`src/rtl/wb_arbiter_if.sv`:
```
// Writeback arbiter bus bundle: decode issue/hazard, three result sources, regfile write port.
interface wb_arbiter_if #(
    parameter int unsigned XLEN = 32
);
    logic            issue_valid;
    logic            issue_long;
    logic [4:0]      issue_rd;
    logic [4:0]      dec_rs1;
    logic [4:0]      dec_rs2;
    logic [4:0]      dec_rd;
    logic            stall;

    logic            alu_valid;
    logic [4:0]      alu_rd;
    logic [XLEN-1:0] alu_result;

    logic            mem_valid;
    logic            mem_ready;
    logic [4:0]      mem_rd;
    logic [XLEN-1:0] mem_data;

    logic            div_valid;
    logic            div_ready;
    logic [4:0]      div_rd;
    logic [XLEN-1:0] div_data;

    logic [4:0]      wb_rd;
    logic [XLEN-1:0] wb_result;
    logic            wb_reg_write;
    logic            sb_err;

    // Pipeline / producer side
    modport master (
        output issue_valid, issue_long, issue_rd, dec_rs1, dec_rs2, dec_rd,
        output alu_valid, alu_rd, alu_result,
        output mem_valid, mem_rd, mem_data,
        output div_valid, div_rd, div_data,
        input  stall, mem_ready, div_ready,
        input  wb_rd, wb_result, wb_reg_write, sb_err
    );

    // Arbiter side
    modport slave (
        input  issue_valid, issue_long, issue_rd, dec_rs1, dec_rs2, dec_rd,
        input  alu_valid, alu_rd, alu_result,
        input  mem_valid, mem_rd, mem_data,
        input  div_valid, div_rd, div_data,
        output stall, mem_ready, div_ready,
        output wb_rd, wb_result, wb_reg_write, sb_err
    );
endinterface

```
`src/rtl/wb_arbiter.sv`:
```
// Writeback arbiter: fixed-priority merge of ALU/load/div results into the regfile
// write port, with a long-latency scoreboard, outstanding-op counter and decode stall.
// Optional macro WB_SB_CHECK_EN enables the sticky sb_err consistency checker.
module wb_arbiter #(
    parameter int unsigned MAX_OUTSTANDING = 4,
    parameter int unsigned XLEN            = 32
) (
    input  logic         clk,
    input  logic         rst_n,
    wb_arbiter_if.slave  bus
);
    localparam int unsigned CNT_W = 4;
    localparam int unsigned NREG  = 32;
    localparam logic [CNT_W-1:0] CNT_MAX = CNT_W'(MAX_OUTSTANDING);

    logic [NREG-1:0]  busy;
    logic [NREG-1:0]  busy_nxt;
    logic [NREG-1:0]  set_mask;
    logic [NREG-1:0]  clr_mask;
    logic [CNT_W-1:0] count;
    logic [CNT_W-1:0] count_nxt;

    logic             mem_acc;
    logic             div_acc;
    logic             long_ack;
    logic             issue_acc;
    logic             inc;
    logic             dec;
    logic             stall_int;

    logic             sel_valid;
    logic [4:0]       sel_rd;
    logic [XLEN-1:0]  sel_data;

    logic [4:0]       wb_rd_q;
    logic [XLEN-1:0]  wb_result_q;
    logic             wb_reg_write_q;

    // Fixed priority ALU > mem > div; the ALU can never be back-pressured
    assign bus.mem_ready = !bus.alu_valid;
    assign bus.div_ready = !bus.alu_valid && !bus.mem_valid;
    assign mem_acc       = bus.mem_valid && !bus.alu_valid;
    assign div_acc       = bus.div_valid && !bus.alu_valid && !bus.mem_valid;
    assign long_ack      = mem_acc || div_acc;

    // Hazard stall uses registered busy/count only; clears are not bypassed
    assign stall_int = ((bus.dec_rs1 != 5'd0) && busy[bus.dec_rs1])
                    || ((bus.dec_rs2 != 5'd0) && busy[bus.dec_rs2])
                    || ((bus.dec_rd  != 5'd0) && busy[bus.dec_rd])
                    || (bus.issue_long && (count == CNT_MAX));
    assign bus.stall = stall_int;

    assign issue_acc = bus.issue_valid && bus.issue_long && !stall_int;
    assign inc       = issue_acc && (count != CNT_MAX);
    assign dec       = long_ack && (count != '0);

    // Scoreboard next state: clears first, then sets so a same-register set wins
    always_comb begin
        set_mask = '0;
        clr_mask = '0;
        if (issue_acc && (bus.issue_rd != 5'd0)) set_mask[bus.issue_rd] = 1'b1;
        if (mem_acc) clr_mask[bus.mem_rd] = 1'b1;
        if (div_acc) clr_mask[bus.div_rd] = 1'b1;
        busy_nxt    = (busy & ~clr_mask) | set_mask;
        busy_nxt[0] = 1'b0;
    end

    // Saturating outstanding counter; simultaneous inc/dec cancels
    always_comb begin
        count_nxt = count;
        case ({inc, dec})
            2'b10:   count_nxt = count + CNT_W'(1);
            2'b01:   count_nxt = count - CNT_W'(1);
            default: count_nxt = count;
        endcase
    end

    // Select the accepted source for the write port
    always_comb begin
        sel_valid = 1'b1;
        sel_rd    = bus.alu_rd;
        sel_data  = bus.alu_result;
        if (bus.alu_valid) begin
            sel_rd   = bus.alu_rd;
            sel_data = bus.alu_result;
        end else if (bus.mem_valid) begin
            sel_rd   = bus.mem_rd;
            sel_data = bus.mem_data;
        end else if (bus.div_valid) begin
            sel_rd   = bus.div_rd;
            sel_data = bus.div_data;
        end else begin
            sel_valid = 1'b0;
        end
    end

    // Scoreboard and counter state
    always_ff @(posedge clk or negedge rst_n) begin
        if (!rst_n) begin
            busy  <= '0;
            count <= '0;
        end else begin
            busy  <= busy_nxt;
            count <= count_nxt;
        end
    end

    // Registered regfile write port; rd/result hold when idle
    always_ff @(posedge clk or negedge rst_n) begin
        if (!rst_n) begin
            wb_rd_q        <= '0;
            wb_result_q    <= '0;
            wb_reg_write_q <= 1'b0;
        end else begin
            wb_reg_write_q <= sel_valid && (sel_rd != 5'd0);
            if (sel_valid) begin
                wb_rd_q     <= sel_rd;
                wb_result_q <= sel_data;
            end
        end
    end

    assign bus.wb_rd        = wb_rd_q;
    assign bus.wb_result    = wb_result_q;
    assign bus.wb_reg_write = wb_reg_write_q;

`ifdef WB_SB_CHECK_EN
    logic err_hit;
    logic sb_err_q;

    assign err_hit = (mem_acc && (bus.mem_rd != 5'd0) && !busy[bus.mem_rd])
                  || (div_acc && (bus.div_rd != 5'd0) && !busy[bus.div_rd])
                  || (long_ack && (count == '0))
                  || (bus.issue_valid && bus.issue_long && (count == CNT_MAX));

    // Sticky consistency error, cleared only by reset
    always_ff @(posedge clk or negedge rst_n) begin
        if (!rst_n) sb_err_q <= 1'b0;
        else if (err_hit) sb_err_q <= 1'b1;
    end

    assign bus.sb_err = sb_err_q;
`else
    assign bus.sb_err = 1'b0;
`endif

endmodule

```
`src/flat_wrapper.sv`:
```
// flat-port wrapper written by rule: the top's interface ports become plain ports
module wb_arbiter_flat 
#(
    parameter int unsigned MAX_OUTSTANDING = 4,
    parameter int unsigned XLEN            = 32
)
  (clk, rst_n, bus_issue_valid, bus_issue_long, bus_issue_rd, bus_dec_rs1, bus_dec_rs2, bus_dec_rd, bus_alu_valid, bus_alu_rd, bus_alu_result, bus_mem_valid, bus_mem_rd, bus_mem_data, bus_div_valid, bus_div_rd, bus_div_data, bus_stall, bus_mem_ready, bus_div_ready, bus_wb_rd, bus_wb_result, bus_wb_reg_write, bus_sb_err);
  wb_arbiter_if #(.XLEN(XLEN)) bus_i ();
  input  logic clk;
  input  logic rst_n;
  input wire logic [$bits(bus_i.issue_valid)-1:0] bus_issue_valid;
  input wire logic [$bits(bus_i.issue_long)-1:0] bus_issue_long;
  input wire logic [$bits(bus_i.issue_rd)-1:0] bus_issue_rd;
  input wire logic [$bits(bus_i.dec_rs1)-1:0] bus_dec_rs1;
  input wire logic [$bits(bus_i.dec_rs2)-1:0] bus_dec_rs2;
  input wire logic [$bits(bus_i.dec_rd)-1:0] bus_dec_rd;
  input wire logic [$bits(bus_i.alu_valid)-1:0] bus_alu_valid;
  input wire logic [$bits(bus_i.alu_rd)-1:0] bus_alu_rd;
  input wire logic [$bits(bus_i.alu_result)-1:0] bus_alu_result;
  input wire logic [$bits(bus_i.mem_valid)-1:0] bus_mem_valid;
  input wire logic [$bits(bus_i.mem_rd)-1:0] bus_mem_rd;
  input wire logic [$bits(bus_i.mem_data)-1:0] bus_mem_data;
  input wire logic [$bits(bus_i.div_valid)-1:0] bus_div_valid;
  input wire logic [$bits(bus_i.div_rd)-1:0] bus_div_rd;
  input wire logic [$bits(bus_i.div_data)-1:0] bus_div_data;
  output wire logic [$bits(bus_i.stall)-1:0] bus_stall;
  output wire logic [$bits(bus_i.mem_ready)-1:0] bus_mem_ready;
  output wire logic [$bits(bus_i.div_ready)-1:0] bus_div_ready;
  output wire logic [$bits(bus_i.wb_rd)-1:0] bus_wb_rd;
  output wire logic [$bits(bus_i.wb_result)-1:0] bus_wb_result;
  output wire logic [$bits(bus_i.wb_reg_write)-1:0] bus_wb_reg_write;
  output wire logic [$bits(bus_i.sb_err)-1:0] bus_sb_err;
  assign bus_i.issue_valid = bus_issue_valid;
  assign bus_i.issue_long = bus_issue_long;
  assign bus_i.issue_rd = bus_issue_rd;
  assign bus_i.dec_rs1 = bus_dec_rs1;
  assign bus_i.dec_rs2 = bus_dec_rs2;
  assign bus_i.dec_rd = bus_dec_rd;
  assign bus_i.alu_valid = bus_alu_valid;
  assign bus_i.alu_rd = bus_alu_rd;
  assign bus_i.alu_result = bus_alu_result;
  assign bus_i.mem_valid = bus_mem_valid;
  assign bus_i.mem_rd = bus_mem_rd;
  assign bus_i.mem_data = bus_mem_data;
  assign bus_i.div_valid = bus_div_valid;
  assign bus_i.div_rd = bus_div_rd;
  assign bus_i.div_data = bus_div_data;
  assign bus_stall = bus_i.stall;
  assign bus_mem_ready = bus_i.mem_ready;
  assign bus_div_ready = bus_i.div_ready;
  assign bus_wb_rd = bus_i.wb_rd;
  assign bus_wb_result = bus_i.wb_result;
  assign bus_wb_reg_write = bus_i.wb_reg_write;
  assign bus_sb_err = bus_i.sb_err;
  wb_arbiter #(.MAX_OUTSTANDING(MAX_OUTSTANDING), .XLEN(XLEN)) u_core (.clk(clk), .rst_n(rst_n), .bus(bus_i));
endmodule
```
`config.mk`:
```
export PLATFORM = sky130hd
export DESIGN_NAME = wb_arbiter_flat
export DESIGN_NICKNAME = d
export VERILOG_FILES = /design/src/rtl/wb_arbiter_if.sv /design/src/rtl/wb_arbiter.sv /design/src/flat_wrapper.sv
export SDC_FILE = /design/constraint.sdc
export NUM_CORES = 1
export LEC_CHECK = 0
export ABC_CLOCK_PERIOD_IN_PS = 5100
export BUFFER_PORTS_ARGS = -buffer_cell sky130_fd_sc_hd__buf_2
export CAP_MARGIN = 20
export CORE_AREA = 2 2 88 175
export CTS_CLUSTER_SIZE = 14
export DETAILED_ROUTE_END_ITERATION = 10
export DIE_AREA = 0 0 90 177
export GPL_TIMING_DRIVEN = 1
export HOLD_SLACK_MARGIN = 0.03
export SYNTH_ARGS = -nofsm -noshare
export SYNTH_HDL_FRONTEND = slang
export SYNTH_SLANG_ARGS = --single-unit
```
`constraint.sdc`:
```
create_clock -name clk -period 5.1 [get_ports clk]
set_input_delay 0 -clock clk [delete_from_list [all_inputs] [get_ports clk]]
set_output_delay 0 -clock clk [all_outputs]
set_load 0.005 [all_outputs]
```
==> results.yml <==
pwr:
  p_switching_w: 0.000617
  combPwrFrac_pct: 27.7
  irDropWorstVdd_uv: 251
  power_leakage_nw: 2.81
  intPower_w: 0.00135
  p_sw_share_pct: 31.4
  power.density_nw_per_um2: 293
  seqPwrFrac_pct: 38.6
  clockPowerShare_pct: 33.7
setup_path:
  max_stage_delay_ns: 0.41
  path_delay_family: "compound AO/OA/AOI/OAI gates"
  crit_chain: "mux2_1 > o311ai_0 > a311oi_1 > a311oi_2 > nand4_2 > buf_4 > or2_2 > ha_1 > ha_1 > a21o_1 > a21oi_1 > xnor2_1 > nor2_1 > xor2_1"
  cp_max_fo: 33
  worstPathArrival_ns: 3.64
  start_kind: "flip-flop"
  required_ns: 5.32
  cp_slowest_cell: "dfrtp_1"
  endpoint_kind: "flip-flop"
  crit_top_cell: "ha_1"
  critPathKind: "reg2reg"
  path_buf_inv: 1
clocking:
  clock-sinks: 73
  cts_buffers: 9
  cts_root_buf: "clkbuf_16"
  clk_path_buf_depth: 2
  clkSlewWorstSetupHoldPaths_ns: 0.07
  post_cts_resized: 0
  clkLatencyLatePin_ns: 0.33
  htree_levels: 3
  cts_tree: "done"
drt:
  wl_um: 16500
  wire_per_inst_um: 17.4
  first_pass_iters: 5
  ant_nets: 0
  drc: 0
  drt_iter0_drc: 473
  vias: 5146
  vias_per_cell: 5.42
yosys:
  syn_inst: 531
  synth.distinct_cells: 58
  synth_ff_type: "dfrtp_1"
  yosysSeqAreaShare_pct: 38.6
  synth_area_um2: 4730
  ys_ff_latch: 73
  synthesis.nets: 673
  avgSynthCellArea_um2: 8.91
  yosys_warnings: 0
  synth-edff-count: 0
  synthArstFlopShare_pct: 100
sta:
  worstMarginPinSlew_ns: 1.09
  rsz0062_at_grt: "no"
  fin_hold_ws_ns: 0.0630
  worst_slack_ns: 1.68
  period_needed_ns: 3.42
  max_slew_margin_pct: 26.9
  skew_ns: 0.00375
  final.period_utilization_pct: 67.0
  fmax_mhz: 293
  fin_tns_setup_ns: 0
  hold_viol_final: 0
  slew_viol_final: 0
  setup_viol: 0
global_route:
  grt_use_met3_pct: 3.32
  grt_use_met1_pct: 27.2
  grt_pass1_vias: 5096
  antenna_found_initial: 0
  grt-ovfl-total: 0
  grt_pass1_wl_um: 26400
  grtUsageTotal_pct: 20.7
  grt_busiest_layer: "met2"
  grt_max_degree: 74
  met2_usage_pct: 33.9
outcome:
  status: "complete, no violations"
hold_path:
  hold_class: "in2reg"
floorplan:
  die_area_um2: 15900
  initial_core_util_pct: 32.3
  std_cell_rows: 63
  die_y_um: 177
  core_um2: 14700
  fp.dieW_um: 90
  pin_count: 180
place:
  dp_slack_ns: 1.69
  numPortBuffers: 178
  gp_congestion: 0.904
  hpwl_um: 11700
cells_and_area:
  fillerInstances: 1516
  mostFrequentLayoutCell: "buf_2"
  drive_gt1_share_pct: 29.8
  syn2layout_area_growth_pct: 42.1
  fin_nets: 891
  final_cell_mix: "177 x buf_2, 82 x nand2_1, 73 x dfrtp_1"
  diodes: 0
flow_run:
  cap_violations: 0
==> layer usage <==
metal	wire length [um]	up-vias	part of all wire, %
li1	-	2450	-
met1	6960	2453	42
met2	8000	218	48
met3	1110	25	6.7
met4	437	0	2.6
met5	0	-	0
==> worst paths after layout <==
| path | endpoint | slack [ns] | from | cells past startpoint |
|---|---|---|---|---|
| setup / recovery | u_core.count[3] | 1.68 | u_core.busy[25] | 14 |
| hold / removal | u_core.bus.wb_result[7] | 0.06 | bus_div_data[7] | 3 |
| setup reg to reg | u_core.count[3] | 1.68 | u_core.busy[25] | 14 |
| hold reg to reg | u_core.count[3] | 0.47 | u_core.count[3] | 1 |
| max in group asynchronous | u_core.bus.wb_result[30] | 4.13 | rst_n | 2 |
| min in group asynchronous | u_core.count[3] | 0.33 | rst_n | 2 |
==> cell usage after synthesis, types with 9 or more instances <==
master    count  area share (%)
mux2i_1      11             2.3
dfrtp_1      73              39
mux4_2       14             6.7
nor3_1        9            0.95
o211ai_1     16             2.5
nand2_1      82             6.5
nor2b_1      10             1.3
a21oi_1      38             4.0
o21ai_0      19             2.0
o21ai_1      17             1.8
a22oi_1      16             2.5
buf_2         9            0.95
nor2_1       17             1.3
clkbuf_1     28             2.2
nor3b_1      14             2.2
o22ai_1      67             8.9
==> power groups by stage <==
stage	Sequential, W	Combinational, W	Clock (W)
after detailed placement	0.000765	0.000487	0
after global routing	0.000769	0.000607	0.000699
final	0.000759	0.000545	0.000664
after floorplan	0.000740	0.000316	0
after global placement	0.000760	0.000483	0
after CTS	0.000755	0.000544	0.000681
==> repair_timing <==
action | in CTS | in global routing
setup endpoints to repair | 0 | 0
hold buffers | 69 | 0
setup buffers | 0 | 0
endpoints found under the hold margin | 114 | 0
==> area by class of cell <==
class                   count  area, um2  area share (%)
inverters                   8       30.0           0.446
multi-input cells         406       2690            40.0
flip-flops and latches     73       1830            27.2
well taps                 195        244            3.63
clock inverters             6       72.6            1.08
repair buffers            251       1630            24.2
clock buffers              10        239            3.55
==> worst reg2reg max path, stage by stage (launching register included) <==
cell      delay, ns
dfrtp_1        0.41
mux2_1         0.30
o311ai_0       0.28
a311oi_1       0.11
a311oi_2       0.30
nand4_2        0.13
buf_4          0.26
or2_2          0.35
ha_1           0.22
ha_1           0.27
a21o_1         0.17
a21oi_1        0.16
xnor2_1        0.13
nor2_1         0.06
xor2_1         0.14
==> through the flow <==
step                area [um2]  power (W)  util, %  std cells
global route              6730    0.00208     45.9        949
global placement          5700    0.00124     38.9        863
CTS                       6710    0.00198     45.7        948
floorplan                 4730    0.00106        -        531
finish                    6730    0.00197     45.9        949
detailed placement        5700    0.00125     38.9        863
==> sequential cells by signal (all words and copies together) (netlist names) <==
| signal | flops |
|---|---|
| u_core.bus.wb_reg_write | 1 |
| u_core.bus.wb_result | 32 |
| u_core.busy | 31 |
| u_core.count | 4 |
| u_core.bus.wb_rd | 5 |
==> logic make-up after synthesis <==
kind of cell	after synthesis	synth area share (%)
mux	33	10.9
xor+xnor	4	0.740
compound gates	192	25.4
other cells	1	0.0792
simple gates	172	18.4
fa+ha+maj	4	1.22
buf+inv	52	4.76
flops	73	38.6
(Power assumes the default switching activity.)
